File: src/rtl/rf_pkg.sv
// Shared definitions for the register-file dump/load sequencer.
// Holds the default widths, the sequencer state encoding and the
// transfer-mode constants used by rf_dump_load and its testbench.
package rf_pkg;

    localparam int DW   = 8;
    localparam int AW   = 3;
    localparam int NREG = 8;

    typedef enum logic [2:0] {
        IDLE,
        LOAD,
        DUMP,
        DRAIN,
        DONE
    } rf_seq_state_t;

    localparam logic MODE_DUMP = 1'b0;
    localparam logic MODE_LOAD = 1'b1;

endpackage

File: src/rtl/rf_out_buf.sv
// One-entry output holding register for the DUMP byte stream.
// The entry is free when it is empty or is being handed off this cycle.
// A byte loaded while the entry is free becomes valid on the next cycle
// and stays stable until the consumer raises out_ready.
module rf_out_buf #(
    parameter int DW = 8
) (
    input  logic          Clk,
    input  logic          Reset,
    input  logic          load,
    input  logic [DW-1:0] load_dat,
    input  logic          drain,
    input  logic          out_ready,
    output logic          free,
    output logic [DW-1:0] out_dat,
    output logic          out_valid
);

    assign free = !out_valid || out_ready;

    // Capture a new byte when free; drop valid once the last byte is taken.
    // NOTE: sequential state uses non-blocking assignments so every flop
    // samples pre-edge values regardless of statement order.
    always_ff @(posedge Clk or posedge Reset) begin
        if (Reset) begin
            out_dat   <= '0;
            out_valid <= 1'b0;
        end else if (load && free) begin
            out_dat   <= load_dat;
            out_valid <= 1'b1;
        end else if (drain && out_ready) begin
            out_valid <= 1'b0;
        end
    end

endmodule

File: src/rtl/rf_dump_load.sv
// Dump/load sequencer for the 8x8 register file port.
// LOAD writes consecutive registers from an input byte stream; DUMP reads
// consecutive registers out through a one-entry output buffer. Addresses
// wrap modulo the register count. Done pulses for one cycle at the end.
// Optional: define RF_DUMP_LOAD_CHECKSUM_EN to add the Chk output, a
// running XOR of every byte transferred since the last accepted Start.
module rf_dump_load
    import rf_pkg::*;
#(
    parameter int DW = rf_pkg::DW,
    parameter int AW = rf_pkg::AW
) (
    input  logic          Clk,
    input  logic          Reset,
    input  logic          Start,
    input  logic          Mode,
    input  logic [AW-1:0] FirstReg,
    input  logic [AW:0]   Count,
    input  logic [DW-1:0] InDat,
    input  logic          InValid,
    output logic          InReady,
    output logic [DW-1:0] OutDat,
    output logic          OutValid,
    input  logic          OutReady,
    output logic [AW-1:0] Ra,
    output logic          Wen,
    output logic [DW-1:0] Wdat,
    input  logic [DW-1:0] RdatA,
    output logic          Busy,
    output logic          Done
`ifdef RF_DUMP_LOAD_CHECKSUM_EN
    ,
    output logic [DW-1:0] Chk
`endif
);

    localparam logic [AW:0] REM_ONE = (AW+1)'(1);

    rf_seq_state_t state, state_next;
    logic [AW-1:0] addr, addr_next;
    logic [AW:0]   rem, rem_next;
    logic          buf_load;
    logic          buf_drain;
    logic          buf_free;

    rf_out_buf #(.DW(DW)) u_out_buf (
        .Clk       (Clk),
        .Reset     (Reset),
        .load      (buf_load),
        .load_dat  (RdatA),
        .drain     (buf_drain),
        .out_ready (OutReady),
        .free      (buf_free),
        .out_dat   (OutDat),
        .out_valid (OutValid)
    );

    assign Ra   = addr;
    assign Busy = (state != IDLE);
    assign Done = (state == DONE);

    // State, address and remaining-count registers.
    always_ff @(posedge Clk or posedge Reset) begin
        if (Reset) begin
            state <= IDLE;
            addr  <= '0;
            rem   <= '0;
        end else begin
            state <= state_next;
            addr  <= addr_next;
            rem   <= rem_next;
        end
    end

    // Next-state, address stepping, register-file write and stream control.
    // NOTE: every output of this block gets a default first so no path
    // through the case leaves a signal unassigned and infers a latch.
    always_comb begin
        state_next = state;
        addr_next  = addr;
        rem_next   = rem;
        buf_load   = 1'b0;
        buf_drain  = 1'b0;
        InReady    = 1'b0;
        Wen        = 1'b0;
        Wdat       = '0;
        case (state)
            IDLE: begin
                if (Start) begin
                    addr_next = FirstReg;
                    rem_next  = Count;
                    if (Count == '0)
                        state_next = DONE;
                    else if (Mode == MODE_LOAD)
                        state_next = LOAD;
                    else
                        state_next = DUMP;
                end
            end
            LOAD: begin
                InReady = 1'b1;
                if (InValid) begin
                    Wen       = 1'b1;
                    Wdat      = InDat;
                    addr_next = addr + 1'b1;
                    rem_next  = rem - 1'b1;
                    if (rem == REM_ONE)
                        state_next = DONE;
                end
            end
            DUMP: begin
                if (buf_free) begin
                    buf_load  = 1'b1;
                    addr_next = addr + 1'b1;
                    rem_next  = rem - 1'b1;
                    if (rem == REM_ONE)
                        state_next = DRAIN;
                end
            end
            DRAIN: begin
                buf_drain = 1'b1;
                if (OutReady)
                    state_next = DONE;
            end
            DONE: begin
                state_next = IDLE;
            end
            default: begin
                state_next = IDLE;
            end
        endcase
    end

`ifdef RF_DUMP_LOAD_CHECKSUM_EN
    // Running XOR of written and captured bytes, cleared when a transfer starts.
    always_ff @(posedge Clk or posedge Reset) begin
        if (Reset)
            Chk <= '0;
        else if (state == IDLE && Start)
            Chk <= '0;
        else if (Wen)
            Chk <= Chk ^ InDat;
        else if (buf_load)
            Chk <= Chk ^ RdatA;
    end
`endif

endmodule

File: config.mk
export PLATFORM = sky130hd
export DESIGN_NAME = rf_dump_load
export DESIGN_NICKNAME = d
export VERILOG_FILES = /design/src/rtl/rf_pkg.sv /design/src/rtl/rf_out_buf.sv /design/src/rtl/rf_dump_load.sv
export SDC_FILE = /design/constraint.sdc
export NUM_CORES = 1
export LEC_CHECK = 0
export ABC_AREA = 1
export ABC_CLOCK_PERIOD_IN_PS = 1350
export BUFFER_PORTS_ARGS = -buffer_cell sky130_fd_sc_hd__buf_2
export CAP_MARGIN = 25
export CORE_MARGIN = 2
export CORE_UTILIZATION = 49
export CTS_BUF_LIST = sky130_fd_sc_hd__clkbuf_4
export CTS_CLUSTER_DIAMETER = 100
export DETAILED_ROUTE_END_ITERATION = 6
export MAX_ROUTING_LAYER = met4
export PLACE_DENSITY = 0.9
export SLEW_MARGIN = 20
export SYNTH_ARGS = -nofsm -noshare
export SYNTH_HDL_FRONTEND = slang
export SYNTH_SLANG_ARGS = --single-unit
File: constraint.sdc
create_clock -name Clk -period 1.35 [get_ports Clk]
set_input_delay 0.27 -clock Clk [delete_from_list [all_inputs] [get_ports Clk]]
set_output_delay 0.27 -clock Clk [all_outputs]
set_load 0.05 [all_outputs]
== Yosys cells after proc, flatten, opt, wreduce, memory -nomap -nowiden ==
Index checks and enable logic that the tools add are counted.
Operators by class
  equal/unequal tests: 11
  reduce and logical (&&, ||, !) cells: 11
  add/sub/neg operators: 2
  mux-type cells: 27
Operators with widths (number)
  $mux W3: 10
  $mux W8: 2
  $mux W4: 3
  $pmux W3 S4: 1
  $pmux W4 S3: 1
  $ne A2 B2 Y1 const B: 5
  $pmux W3 S3: 1
  $mux W1: 8
  $eq A3 B2 Y1 const B: 2
  $reduce_and A6 Y1: 1
  $reduce_bool A3 Y1: 2
  $eq A4 B1 Y1 const B: 1
  $logic_not A4 Y1: 1
  $reduce_and A4 Y1: 1
  $sub A4 B1 Y4 const B: 1
  $add A3 B1 Y3 const B: 1
  $eq A3 B1 Y1 const B: 1
  $eq A3 B3 Y1 const B: 1
  $logic_not A3 Y1: 1
  $logic_and A1 B1 Y1: 2
  $mux W2: 1
  $ne A2 B1 Y1 const B: 1
  $reduce_bool A2 Y1: 1
  $logic_not A1 Y1: 1
  $logic_or A1 B1 Y1: 1
Word-level totals
  output and inout bits: 24
  bits in registers: 19
  input bits: 29

== Depth between registers and ports, before layout ==
Gate-level depths: netlist of run 1.
  depth in word-level cells: 6
  mapped depth: 10
  depth with buffers taken out: 8

== Cells and area by module ==
From an unflattened synthesis of run 1, not the netlist that was laid out.
Second synthesis, totals
  cells, all modules: 173
  area, all modules: 1182.4 um2
Modules (own cells, without submodules)
  rf_dump_load: cells an instance 132, sequential area each 250.2 um2, times used 1, area each 808.3 um2
  rf_out_buf: cells an instance 41, sequential area each 225.2 um2, times used 1, area each 374.1 um2

== Worst setup path before layout of run 1 ==
Ideal clock, no wire load.
  path type: reg-to-output
  start point: register state[0]
  end point: output Done
  stages on the path, launching flop included: 3
  data arrival time: 1591 ps
  slack: -511 ps
  path buffers: 1
  cells stage by stage: dfrtp_1 -> buf_4 -> nor3_1
On the way
  longest elaborated chain between the ends: 1
RTL lines
  from (decl): RTL line rf_dump_load.sv:39  | rf_seq_state_t state, state_next;
  from (signal assigned): RTL line rf_dump_load.sv:69  | state <= state_next;
  $eq A3 B3 Y1: RTL line rf_dump_load.sv:60  | assign Done = (state == DONE);
  to (decl): RTL line rf_dump_load.sv:30  | output logic Done
No other way between the ends.

== Worst setup path after layout of run 1 ==
  start point: register state[2]
  end point: output Wdat[0]
On the way
  longest elaborated chain between the ends: 2
RTL lines
  $eq A3 B1 Y1: RTL line rf_dump_load.sv:87  | case (state)
  $mux W8: RTL line rf_dump_load.sv:87
  to (decl): RTL line rf_dump_load.sv:27  | output logic [DW-1:0] Wdat,
No other way between the ends.

==> metrics.txt, run 1 <==
Worst Path Required 1.08 ns; register area share after synthesis 0.391; synth warn 0; Synth Register Bits 19; Worst Setup Path Type flop to output port; Clock Skews 0.00289 ns; Ports 53; Die Ht 53.8 um; Via density 5.13; reg2reg setup slack -0.06 ns; syn_area_per_cell 7.11 um^2; DP Area 1640 um^2; post-synthesis cell type count 28; first-pass GRT wire length 4990 um; Clk pin slew, worst setup/hold paths 0.10 ns; Setup violations, final 20; drt wl/cell 13.6 um; starting density of the core 0.505; drt first pass iters 4; post-DP HPWL 2330 um; top post-synthesis cells by area dfrtp_1 39%, nand2_1 21%, nand3_1 6.6%; dpl ws 0.00179 ns; Least-Margin Pin Slew 0.288 ns; post-route cell area 1970 um^2; total gr overflow 0; total die area 2900 um^2; Root Buffer clkbuf_4; total design power 5620 uW; DR vias 1374; largest net degree at the start of global routing 20; Skew-Pair Late Insertion Delay 0.29 ns; Final WS setup -0.252 ns; CTS buffer count 3; area of the mapped netlist 1220 um^2; remaining antenna violation count after routing 0; leakage power 0.00102 uW; GP Congestion 0.790; number of fill cells 162; CTS H-tree lvls 1; failing checks setup timing; most common cell after layout, fill and taps aside nand2_1; Tcrit/Tclk final 1.19; diode count 0; core box area 2410 um^2; fin crit period 1.60 ns; outcome complete, but fails checks; Hold Crit Class input pin to flop; Net Count, Synth 203; PortBufs 52; First DRT Iteration DRCs 24; RSZ-0062 raised after global routing true; Routed WL 3650 um; Final nets 271; Synth top area share 0.391; Fin. Hold Viols 0; CP Capture Type output port; Reg area 479 um^2; slew margin rel. 0.807; chip width 53.8 um; Startpoint Class flop; number of global-route vias before repair 1175; most frequent cells in the layout 62 x nand2_1, 40 x buf_2, 16 x dfrtp_1, 14 x nand3_1, 13 x buf_4; worst path arrival time 1.33 ns; MaxCap Viol Count 0; area occupied by multi-input gates 817 um^2; Clock Path Buffers 2; share of cells above drive strength 1 0.508; fin util 0.818; worst hold slack 0.198 ns; Worst Path Max Fanout 5; Pins Over Slew Limit 0; Mapped Cells 171; initial antenna violation count 0; Clock Sinks 19; synthesis-to-layout area growth 62.0%; Cell Pwr Density 2850 nW/um^2; Std-Cell Rows 18; CTS tree done; GRT Util Overall 0.252; VDD IR max 1940 uV; fmax 624 MHz; Yosys top cell by area dfrtp_1; # DRC 0
==> flip-flops by register name, summed over array words and instances (netlist names) <==
name                 count
Ra                       3
u_out_buf.out_dat        8
state                    3
u_out_buf.out_valid      1
rem                      4
==> layer usage <==
| layer | share of wire | wire length [um] | track usage |
|---|---|---|---|
| met5 | 0 | 0 | - |
| met4 | 0.033 | 119 | 0.0855 |
| met3 | 0.070 | 257 | 0.0417 |
| met2 | 0.54 | 1960 | 0.455 |
| met1 | 0.36 | 1310 | 0.278 |
==> worst paths after layout <==
check,startpoint,to,cells past startpoint
setup / recovery,state[2],Wdat[0],5
hold / removal,RdatA[0],u_out_buf.out_dat[0],3
setup reg to reg,state[2],rem[1],8
hold reg to reg,u_out_buf.out_dat[0],u_out_buf.out_dat[0],2
max in group asynchronous,Reset,state[1],4
min in group asynchronous,Reset,Ra[1],4
==> Yosys cell counts <==
library cell	number
a21oi_1	2
a31oi_1	1
buf_12	1
buf_2	1
buf_4	1
clkbuf_1	1
clkbuf_2	1
dfrtp_1	19
ha_1	3
inv_1	10
inv_2	6
inv_4	1
nand2_1	68
nand2_2	3
nand2_4	2
nand3_1	16
nand3_2	1
nand3_4	1
nand3b_1	1
nand4_1	1
nor2_1	19
nor2_2	1
nor3_1	1
o211ai_1	1
o21ai_0	1
o21ai_1	1
o21ai_2	5
xnor2_1	2
==> layout make-up <==
cell class              count  share of cell area
repair buffers             68               0.266
clock buffers               4              0.0152
inverters                  17              0.0419
well taps                  30              0.0190
flip-flops and latches     19               0.243
multi-input cells         130               0.415
==> where the power goes <==
group / internal [uW] / switching [uW]
combinational: 1450 / 2780
clock: 135 / 166
sequential: 867 / 217
==> stage by stage <==
step / std cells / setup TNS [ns]
floorplan: 171 / -0.306
global placement: 258 / 0
detailed placement: 258 / 0
CTS: 265 / -2.51
global route: 268 / -4.28
finish: 268 / -2.92
==> critical path, stage by stage, from the launching register on <==
cell	delay [ns]
dfrtp_1	0.40
inv_2	0.09
nand3_4	0.12
buf_12	0.17
nor2_4	0.10
buf_8	0.15
==> timing repair <==
item / in CTS / in global routing
buffers inserted: 1 / 3
endpoints found under the hold margin: 19 / 0
endpoints found under the setup margin: 13 / 30
gates resized for setup: 35 / 30
cloned: 1 / 0
pin swaps: 1 / 4
hold buffers: 1 / 0
==> cell families (layout without fill, tap and decap cells) <==
group	count (synthesis)	count (layout)	synth area share
flip-flops	19	19	0.391
buffers and inverters	22	89	0.0885
adder cells (fa/ha/maj)	3	3	0.0309
AND/OR/NAND/NOR	114	114	0.412
AO/OA/AOI/OAI	11	11	0.0638
XOR/XNOR	2	2	0.0144
(Power assumes the default switching activity.)
==> run 2: changes to the inputs <==
--- a/config.mk
+++ b/config.mk
@@ -15,7 +15,7 @@
 export CTS_CLUSTER_DIAMETER = 100
 export DETAILED_ROUTE_END_ITERATION = 6
 export MAX_ROUTING_LAYER = met4
-export PLACE_DENSITY = 0.9
+export PLACE_DENSITY = 0.82
 export SLEW_MARGIN = 20
 export SYNTH_ARGS = -nofsm -noshare
 export SYNTH_HDL_FRONTEND = slang
==> run 2 against run 1 <==
Compared with the run above: count of clock-buffer cells in the layout shrank 1; via count down 3.0%; the flow still finishes with violations (setup timing); combinational power is 6.6% lower; flip-flop and latch count stayed put; die area stayed put; final area is 4.1% lower.
==> metrics.txt, run 2 (synthesis gave the netlist of run 1 again) <==
Worst Setup Path Type flop to output port (unchanged); FF-to-FF path depth 9 (was 8); First DRT Iteration DRCs 28 (was 24); total gr overflow 0 (unchanged); initial antenna violation count 0 (unchanged); reg2reg setup slack -0.15 ns (was -0.06 ns); chip width 53.8 um (unchanged); largest net degree at the start of global routing 20 (unchanged); first-pass GRT wire length 5000 um (was 4990 um); # DRC 0 (unchanged); Worst Path Max Fanout 11 (was 5); CTS H-tree lvls 1 (unchanged); Clock Path Buffers 2 (unchanged); Final WS setup -0.236 ns (was -0.252 ns); GRT Util Overall 0.253 (was 0.252); total die area 2900 um^2 (unchanged); CTS tree done (unchanged); VDD IR max 2300 uV (was 1940 uV); CP Capture Type output port (unchanged); Setup violations, final 31 (was 20); diode count 0 (unchanged); Most flops, register u_out_buf.out_dat (unchanged); most common cell after layout, fill and taps aside nand2_1 (unchanged); synthesis-to-layout area growth 55.3% (was 62.0%); Ports 53 (unchanged); leakage power 0.00100 uW (was 0.00102 uW); dpl ws -0.00195 ns (was 0.00179 ns); Std-Cell Rows 18 (unchanged); PortBufs 52 (unchanged); Hold Crit Class input pin to flop (unchanged); r2r endpoint rem[1] (unchanged); number of global-route vias before repair 1165 (was 1175); Pins Over Slew Limit 0 (unchanged); remaining antenna violation count after routing 0 (unchanged); Clk pin slew, worst setup/hold paths 0.11 ns (was 0.10 ns); Worst Path Required 1.08 ns (about the same); fin crit period 1.59 ns (was 1.60 ns); Skew-Pair Late Insertion Delay 0.30 ns (was 0.29 ns); slew margin rel. 0.804 (was 0.807); Tcrit/Tclk final 1.17 (was 1.19); most frequent cells in the layout 64 x nand2_1, 40 x buf_2, 16 x dfrtp_1, 13 x nand3_1, 11 x buf_4 (was 62 x nand2_1, 40 x buf_2, 16 x dfrtp_1, 14 x nand3_1, 13 x buf_4); CTS buffer count 3 (unchanged); worst path arrival time 1.32 ns (was 1.33 ns); Routed WL 3380 um (was 3650 um); Clock Skews 0.00527 ns (was 0.00289 ns); max reg flops 8 (unchanged); GP Congestion 0.805 (was 0.790); Clock Sinks 19 (unchanged); fmax 631 MHz (was 624 MHz); Die Ht 53.8 um (unchanged); Largest regs u_out_buf.out_dat: 8 flops, rem: 4 flops (unchanged); drt first pass iters 4 (unchanged); dpl cells 258 (unchanged); worst hold slack 0.187 ns (was 0.198 ns); Cell Pwr Density 2810 nW/um^2 (was 2850 nW/um^2); Root Buffer clkbuf_4 (unchanged); Startpoint Class flop (unchanged); worst setup path start state[2] (unchanged); RSZ-0062 raised after global routing true (unchanged); share of cells above drive strength 1 0.485 (was 0.508); total design power 5310 uW (was 5620 uW); Setup TNS Final -4.39 ns (was -2.92 ns); Final nets 270 (was 271); post-DP HPWL 2240 um (was 2330 um); drt wl/cell 12.7 um (was 13.6 um); core box area 2410 um^2 (unchanged); DR vias 1333 (was 1374); Least-Margin Pin Slew 0.293 ns (was 0.288 ns); MaxCap Viol Count 0 (unchanged); RR Startpoint state[0] (was state[2]); failing checks setup timing (unchanged); Fin. Hold Viols 0 (unchanged); outcome complete, but fails checks (unchanged); Via density 4.99 (was 5.13); starting density of the core 0.505 (unchanged); Post-Layout Cell Count 267 (was 268); Worst setup endpoint Wdat[0] (unchanged)
## run 2: timing repair
item	CTS	global route
hold buffers	1	0
endpoints found under the setup margin	22	30
pin swaps	0	2
buffers inserted	2	2
hold endpoints to repair	19	0
gates resized for setup	31	20
## run 2: worst min path at each step
stage	startpoint	to	slack (ns)	cells after the start
6_report	RdatA[1]	u_out_buf.out_dat[1]	0.19	3
2_1_floorplan	Reset	Ra[0]	0.22	1
4_1_cts	RdatA[1]	u_out_buf.out_dat[1]	0.18	3
3_3_place_gp	Reset	Ra[0]	0.30	3
3_5_place_dp	Reset	u_out_buf.out_dat[2]	0.30	3
5_1_grt	RdatA[5]	u_out_buf.out_dat[5]	0.19	3
## run 2: per-stage QoR
step | utilization | instance area, um^2
floorplan | - | 1310
global placement | 0.681 | 1640
detailed placement | 0.681 | 1640
CTS | 0.744 | 1790
global route | 0.784 | 1890
finish | 0.784 | 1890
## run 2: power breakdown
part / switching [uW] / internal [uW] / leakage, uW / total (uW)
clock: 183 / 111 / 0.0000177 / 293
combinational: 2640 / 1310 / 0.000750 / 3960
sequential: 199 / 866 / 0.000233 / 1070
total: 3020 / 2290 / 0.00100 / 5310
## run 2: final cells by class
class | instances | area, um^2
Clock buffer | 3 | 22.5
Clock inverter | 1 | 5.00
Fill cell | 163 | 520
Inverter | 17 | 77.6
Multi-Input combinational cell | 130 | 774
Sequential cell | 19 | 479
Tap cell | 30 | 37.5
Timing Repair Buffer | 67 | 493
## run 2: critical path, stage by stage, from the launching register on
cell and delay, ns:
dfrtp_1 0.40, inv_2 0.07, nand3_2 0.09, buf_12 0.17, nor2_4 0.13, buf_8 0.15
## run 2: per-layer routing
layer  share of wire  track usage  wire, um
met2            0.53        0.433      1790
met5               0            -         0
met1            0.40        0.306      1340
met3           0.064       0.0333       217
met4          0.0098       0.0812        33
